<file path="src/rtl/conv_seq_ctrl.sv">
// conv_seq_ctrl: command sequencer for the 2D convolution datapath (kernel regs, column BRAMs, address FSM, convolver).
// Optional RUN watchdog: define CONV_SEQ_WDOG_EN to abort a RUN that sees no i_eop within WDOG_CYC cycles.
module conv_seq_ctrl #(
    parameter int BIT_LEN   = 8,
    parameter int RAM_WIDTH = 13,
    parameter int NB_IMAGE  = 10,
    parameter int MIN_LEN   = 3,
    parameter int WDOG_CYC  = 4096
) (
    input  logic                 i_CLK,
    input  logic                 i_reset,
    input  logic                 i_cmd_valid,
    output logic                 o_cmd_ready,
    input  logic [2:0]           i_cmd_op,
    input  logic [3*BIT_LEN-1:0] i_cmd_data,
    input  logic                 i_eop,
    output logic                 o_rst_conv,
    output logic                 o_rst_fsm,
    output logic                 o_k_i,
    output logic [3*BIT_LEN-1:0] o_kdata,
    output logic                 o_sop,
    output logic                 o_valid_fsm,
    output logic [1:0]           o_sel,
    output logic                 o_load,
    output logic [RAM_WIDTH-1:0] o_wdata,
    output logic                 o_busy,
    output logic                 o_done,
    output logic                 o_err
);
    typedef enum logic [1:0] {S_INIT, S_IDLE, S_RUN, S_DONE} state_t;
    localparam logic [2:0] OP_SET_LEN = 3'd1;
    localparam logic [2:0] OP_KERNEL  = 3'd2;
    localparam logic [2:0] OP_PIXEL   = 3'd3;
    localparam logic [2:0] OP_RUN     = 3'd4;
    localparam logic [2:0] OP_ABORT   = 3'd5;
`ifdef CONV_SEQ_WDOG_EN
    localparam bit WDOG_EN = 1'b1;
`else
    localparam bit WDOG_EN = 1'b0;
`endif
    state_t              r_state;
    logic [1:0]          r_init_cnt;
    logic [1:0]          r_kcnt;
    logic [1:0]          r_bank;
    logic [NB_IMAGE-1:0] r_len;
    logic [NB_IMAGE-1:0] r_pix;
    logic                r_len_ok;
    logic [31:0]         r_wdog;
    logic                w_acc;
    logic                w_abort;
    logic [NB_IMAGE-1:0] w_len;
    logic                w_pix_last;
    logic                w_run_ok;
    logic                w_wdog_exp;
    logic                w_go_init;
    assign w_acc      = i_cmd_valid & o_cmd_ready;
    assign w_abort    = w_acc && i_cmd_op == OP_ABORT;
    assign w_len      = i_cmd_data[NB_IMAGE-1:0];
    assign w_pix_last = r_pix == r_len - NB_IMAGE'(1);
    assign w_run_ok   = r_kcnt == 2'd3 && r_bank == 2'd3 && r_len_ok;
    assign w_wdog_exp = WDOG_EN && r_wdog == 32'(WDOG_CYC - 1);
    // ABORT (IDLE or RUN) and an expired watchdog both restart the INIT reset hold; ABORT beats i_eop
    assign w_go_init  = ((r_state == S_IDLE || r_state == S_RUN) && w_abort)
                      || (r_state == S_RUN && w_wdog_exp && !i_eop);
    // Sequencer FSM: all datapath controls are registered here, pulses default low every cycle
    always_ff @(posedge i_CLK) begin
        if (i_reset) begin
            r_state     <= S_INIT;
            r_init_cnt  <= 2'd0;
            r_kcnt      <= 2'd0;
            r_bank      <= 2'd0;
            r_len       <= '0;
            r_pix       <= '0;
            r_len_ok    <= 1'b0;
            r_wdog      <= '0;
            o_cmd_ready <= 1'b0;
            o_rst_conv  <= 1'b1;
            o_rst_fsm   <= 1'b1;
            o_k_i       <= 1'b0;
            o_kdata     <= '0;
            o_sop       <= 1'b0;
            o_valid_fsm <= 1'b0;
            o_sel       <= 2'b00;
            o_load      <= 1'b0;
            o_wdata     <= '0;
            o_busy      <= 1'b1;
            o_done      <= 1'b0;
            o_err       <= 1'b0;
        end else begin
            o_sop     <= 1'b0;
            o_load    <= 1'b0;
            o_done    <= 1'b0;
            o_rst_fsm <= 1'b0;
            case (r_state)
                S_INIT: begin
                    o_rst_fsm  <= r_init_cnt != 2'd2;
                    r_init_cnt <= r_init_cnt + 2'd1;
                    if (r_init_cnt == 2'd2) begin
                        r_state     <= S_IDLE;
                        o_rst_conv  <= 1'b0;
                        o_cmd_ready <= 1'b1;
                        o_busy      <= 1'b0;
                    end
                end
                S_IDLE: if (w_acc) case (i_cmd_op)
                    OP_SET_LEN: if (w_len < NB_IMAGE'(MIN_LEN)) o_err <= 1'b1;
                    else begin
                        r_len     <= w_len;
                        r_len_ok  <= 1'b1;
                        o_wdata   <= RAM_WIDTH'(w_len);
                        o_rst_fsm <= 1'b1;
                        r_pix     <= '0;
                        r_bank    <= 2'd0;
                        r_kcnt    <= 2'd0;
                        o_err     <= 1'b0;
                    end
                    OP_KERNEL: if (r_kcnt == 2'd3) o_err <= 1'b1;
                    else begin
                        o_kdata <= i_cmd_data;
                        o_k_i   <= 1'b0;
                        r_kcnt  <= r_kcnt + 2'd1;
                    end
                    OP_PIXEL: if (r_bank == 2'd3) o_err <= 1'b1;
                    else begin
                        o_sel   <= r_bank + 2'd1;
                        o_wdata <= i_cmd_data[RAM_WIDTH-1:0];
                        o_load  <= 1'b1;
                        r_pix   <= w_pix_last ? '0 : r_pix + NB_IMAGE'(1);
                        r_bank  <= r_bank + {1'b0, w_pix_last};
                    end
                    OP_RUN: if (!w_run_ok) o_err <= 1'b1;
                    else begin
                        r_state     <= S_RUN;
                        o_sel       <= 2'b00;
                        o_k_i       <= 1'b1;
                        o_sop       <= 1'b1;
                        o_valid_fsm <= 1'b1;
                        o_busy      <= 1'b1;
                        r_wdog      <= 32'd1;
                    end
                    default: ;
                endcase
                S_RUN: begin
                    r_wdog <= r_wdog + 32'd1;
                    if (w_acc && i_cmd_op != OP_ABORT) o_err <= 1'b1;
                    if (i_eop) begin
                        r_state     <= S_DONE;
                        o_valid_fsm <= 1'b0;
                        o_done      <= 1'b1;
                        o_cmd_ready <= 1'b0;
                    end
                end
                S_DONE: begin
                    r_state     <= S_IDLE;
                    o_cmd_ready <= 1'b1;
                    o_busy      <= 1'b0;
                    r_kcnt      <= 2'd0;
                    r_bank      <= 2'd0;
                    r_pix       <= '0;
                end
            endcase
            if (w_go_init) begin
                r_state     <= S_INIT;
                r_init_cnt  <= 2'd1;
                o_cmd_ready <= 1'b0;
                o_rst_conv  <= 1'b1;
                o_rst_fsm   <= 1'b1;
                o_valid_fsm <= 1'b0;
                o_sop       <= 1'b0;
                o_done      <= 1'b0;
                o_sel       <= 2'b00;
                o_k_i       <= 1'b0;
                o_busy      <= 1'b1;
                if (!w_abort) o_err <= 1'b1;
            end
        end
    end
endmodule

</file>
<file path="config.mk">
export PLATFORM = sky130hd
export DESIGN_NAME = conv_seq_ctrl
export DESIGN_NICKNAME = d
export VERILOG_FILES = /design/src/rtl/conv_seq_ctrl.sv
export SDC_FILE = /design/constraint.sdc
export NUM_CORES = 1
export LEC_CHECK = 0
export CAP_MARGIN = 15
export CORE_MARGIN = 3
export CORE_UTILIZATION = 38
export CTS_CLUSTER_SIZE = 16
export DETAILED_ROUTE_END_ITERATION = 12
export PLACE_DENSITY = 0.62
export REMOVE_ABC_BUFFERS = 1
export SKIP_LAST_GASP = 1
export SLEW_MARGIN = 20
export SYNTH_ARGS = -nofsm -noshare
export SYNTH_HDL_FRONTEND = slang
export SYNTH_SLANG_ARGS = --single-unit
</file>
<file path="constraint.sdc">
create_clock -name i_CLK -period 4.39 [get_ports i_CLK]
set_input_delay 0.6585 -clock i_CLK [delete_from_list [all_inputs] [get_ports i_CLK]]
set_output_delay 0.6585 -clock i_CLK [all_outputs]
set_load 0.03 [all_outputs]
</file>
# After elaboration in Yosys (flattened, before gate mapping)
# Index checks and enable logic that the tools add are counted.
dict set report classes {
  add_sub_neg 6
  n_mul 0
  div 0
  n_lt_le_gt_ge 1
  eq_ne 28
  n_shift 0
  mux 57
  bitwise_logic 8
  reduce_logical 31
}
# operator count
set ops {}
lappend ops {{two-way mux 10 bit} 4}
lappend ops {{one-hot mux 10 bit (2 select lines)} 2}
lappend ops {{AND reduction 5 bit} 8}
lappend ops {{two-way mux 13 bit} 2}
lappend ops {{one-hot mux 13 bit (2 select lines)} 1}
lappend ops {{two-way mux 2 bit} 12}
lappend ops {{two-way mux 1 bit} 23}
lappend ops {{one-hot mux 2 bit (2 select lines)} 5}
lappend ops {{!= test 2 bit, second input constant} 9}
lappend ops {{!= test 3 bit, second input constant} 4}
lappend ops {{nonzero test 2 bit} 6}
lappend ops {{adder 10 x 1 -> 10 bit, second input constant} 1}
lappend ops {{equality test 10 bit} 1}
lappend ops {{equality test 2 bit, second input constant} 5}
lappend ops {{less-than comparator 10 x 2 -> 1 bit, second input constant} 1}
lappend ops {{subtractor 10 x 1 -> 10 bit, second input constant} 1}
lappend ops {{one-hot mux 1 bit (2 select lines)} 4}
lappend ops {{one-hot mux 2 bit (4 select lines)} 1}
lappend ops {{AND reduction 4 bit} 2}
lappend ops {{inverter 1 bit} 7}
lappend ops {{adder 2 x 1 -> 2 bit, second input constant} 3}
lappend ops {{equality test 3 x 2 -> 1 bit, second input constant} 2}
lappend ops {{equality test 3 bit, second input constant} 2}
lappend ops {{!= test 3 x 1 -> 1 bit, second input constant} 2}
lappend ops {{other kinds (17)} 23}
dict set report word_totals {
  regBits 78
  latchBits 0
  ram_bits 0
  rom_bits 0
  input_bits 31
  word_cells 152
  memories 0
}

# Depth between registers and ports, before layout
dict set report logic_depth {
  ltp_word 9
  ltp_mapped 13
}

# Worst setup path before layout
# Ideal clock, no wire load.
dict set report synth_timing {
  path_type {in2reg}
  startpoint {input i_cmd_op[1]}
  endpoint {register r_pix[5]}
  arrival_ns 2.305
  t_required_ns 4.274
  path_slack_ns 1.969
  path_stages 8
  path_buffers 2
  cell_sequence {clkbuf_2 > or3b_1 > a311oi_2 > or2_1 > a21o_1 > buf_2 > a221oi_1 > a31o_2}
}
dict set report synth_via {
  elab_chain_cells 4
}
# element line
set synth_lines {}
lappend synth_lines {{start, declared} 14} ;# input logic [2:0] i_cmd_op,
lappend synth_lines {{equality test 3 x 2 -> 1 bit / equality test 3 x 1 -> 1 bit (equally long branches)} 105} ;# S_IDLE: if (w_acc) case (i_cmd_op)
lappend synth_lines {{one-hot mux 10 bit (2 select lines)} 105}
lappend synth_lines {{two-way mux 10 bit} 105}
lappend synth_lines {{one-hot mux 10 bit (2 select lines)} 94} ;# case (r_state)
lappend synth_lines {{end signal, assigned} 128} ;# r_pix <= w_pix_last ? '0 : r_pix + NB_IMAGE'(1);
lappend synth_lines {{end, declared} 46} ;# logic [NB_IMAGE-1:0] r_pix;
# Several ways; a longest one is shown, not always the timed one. The select of a mux whose other input is x is not followed.
# A chain may end at the register's enable or synchronous reset.

# Final worst setup path
dict set report layout_timing {
  startpoint {input i_cmd_op[0]}
  endpoint {register r_pix[9]}
}
# The elaborated chain is that of the path after synthesis.

==> metrics <==
synth cell count leaders=dfxtp_1 (78), nand2_1 (74), nor2_1 (53); Final Setup Violations=0; Synth Area in Compound Gates=16.21%; biggest cell delay along the critical path=720 ps; fin crit period=2893 ps; Layout area overhead=29.28%; DRC=0; Post-Synth Simple-Gate Area=between 20% and 30%; CTS Root Cell=clkbuf_8; clk buf depth=2; mux contribution to synthesized area=6.156%; n_diodes=0; layout cells sized above 1=under 10%; post-CTS setup buffer count=0; First DRT Iteration DRCs=between 150 and 200; top_reg_cell synth=dfxtp_1; EDFF count, synth=0; top cell type's share of synthesized area=41.53%; Synth Register Bits=78; status=completed; initial antenna violation count=0; via count=about 3,400; TNS Setup=0 ps; Synth area leader=dfxtp_1; post-synthesis sequential area ratio=41.53%; max cap viols=0; Power Density=374.5 nW/um^2; Post-Synth Adder-Cell Area=3.661%; Ports=80; max-slew violations=0; fmax=345.7 MHz; synthesized area=3760 sq um; RSZ-0062 raised after global routing=no; drt wl/cell=about 14 um; Tightest Hold Check Type=reg2reg; Crit path max-delay family=buffers and inverters; H-tree Lvls=3; Pwr Total=approximately 1.8 mW; combinational family with the most area after synthesis=simple AND/OR/NAND/NOR gates; crit path max fanout=22; die height=105.5 um; core area=between 9000 and 10,000 sq um; largest net degree at the start of global routing=37; TritonCTS clock tree=built; worst-margin pin slew=901.3 ps; vias in the first global route=about 3,200; critical path class=in2reg; Fillers=935; yosys warns=0; count leader, synth=dfxtp_1; Post-synth ARST share=0%; die width=105.5 um; xor/xnor cell area share of the yosys netlist=2.562%; GRT Total Usage=17.13%; crit path DAT=3200 ps; Critical Path Start Type=input pin; worst skew pair latency=360 ps; Final Hold Viols=0; Worst VDD drop=0.0001664 V; worst endpoint required time=4700 ps; Gate Count Post-Synth=450; Avg Cell Area, Syn=8.355 sq um; CTS resizes=0; Placer Congestion=0.8054; Port Buffers=79; critical-path cell list=clkdlybuf4s50_1, nand2b_1, a211o_1, a2bb2oi_1, buf_4, or4_1, a221oi_1, a31o_1; initial cell density of the core=roughly two fifths; hold_buf cts=0; HPWL Detailed=approximately 6.8 mm; largest cells by area after synthesis=dfxtp_1 (42%), nand2_1 (7.4%), mux2i_1 (5.9%); Die Area=11,120 sq um; First-pass DRT Iterations=4; Max-slew headroom=39.91%; Clock Skew=between 8 and 9 ps; slowest library cell on the worst path=clkdlybuf4s50_1; Antenna Violating Nets Remaining=0; post-synth cell types=56; global-route wire length before repair=15.61 mm; clk sinks=78; Layout Nets=560; CTS clk-pin slew, worst paths=80 ps; final WL=9.453 mm; FP Rows=35; CP Capture Type=register; GR Overflow Total=0; Num CTS Buffers=9; vias per cell=5.210; Pleak=1.656 nW; CP Buf/Inv Count=2; fraction of the cycle the final worst path needs=between 60% and 70%; fin util=51.63%
-- worst paths after layout --
| path | start | to | slack (ps) | cells past startpoint |
|---|---|---|---|---|
| worst max-delay path | i_cmd_op[0] | r_pix[9] | 1500 | 8 |
| worst min-delay path | o_kdata[20] | o_kdata[20] | 460 | 2 |
| worst max register to register | r_state[0] | r_pix[9] | 1620 | 8 |
| worst min register to register | o_kdata[20] | o_kdata[20] | 460 | 2 |
-- layout make-up --
class	count	area, sq um	area share [%]
multi-input combinational	334	2052	42.21
sequential	78	1562	32.12
timing repair buffer	84	823.3	16.94
tap	129	161.4	3.320
clock buffer	10	127.6	2.625
clock inverter	6	93.84	1.931
inverter	11	41.29	0.8494
-- per-stage QoR --
stage          hold WS, ps  cell area (sq um)  std cells  worst slack, ps
2_1_floorplan        460.1               3649        423             1443
3_3_place_gp         438.1               4639        636             1241
3_5_place_dp         444.5               4639        636             1181
4_1_cts              457.2               4861        652             1551
5_1_grt              475.1               4861        652             1418
6_report             455.5               4861        652             1497
-- power by group --
group	leakage [nW]	internal, mW	switching (mW)
registers	0.631	0.763	0.0659
logic	0.918	0.176	0.210
clock network	0.107	0.325	0.280
-- registers in the layout, summed over array words and instances, names as in the netlist --
signal and count:
o_valid_fsm 1, o_k_i 1, o_rst_fsm 1, o_load 1, o_wdata 13, o_done 1, r_len_ok 1, r_len 10
r_bank 2, r_kcnt 2, r_state 2, o_sop 1, o_kdata 24, o_err 1, r_init_cnt 2, o_rst_conv 1
o_sel 2, r_pix 10, o_busy 1, o_cmd_ready 1
-- cell families after synthesis --
| group | Yosys count |
|---|---|
| compound gates | 92 |
| buf+inv | 38 |
| xor+xnor | 11 |
| fa+ha+maj | 11 |
| simple gates | 197 |
| flops | 78 |
| mux | 23 |
-- metal layers --
layer	global-route usage, %	share of wire, %	up-vias	routed length, um
li1	-	-	1710	-
met3	5.573	5.0	9	470
met4	4.967	1.0	0	96
met5	0	0	-	0
met2	28.32	49	80	4636
met1	21.26	45	1598	4250
-- cells in the final DEF (no fill, tap or decap), drive strengths merged, types with 7 or more instances in the layout --
cell            n
clkbuf         10
o21ai          10
nor2           53
ha             11
or3             7
nand3          13
a221oi          8
mux2i          22
inv            13
a21oi          43
dfxtp          78
a31o            9
clkdlybuf4s50  78
nand2          74
-- worst min-delay path: stages (launching register included) --
cell and delay, ps:
dfxtp_1 320, nand2_1 50, a21oi_1 50
(Power assumes the default switching activity.)
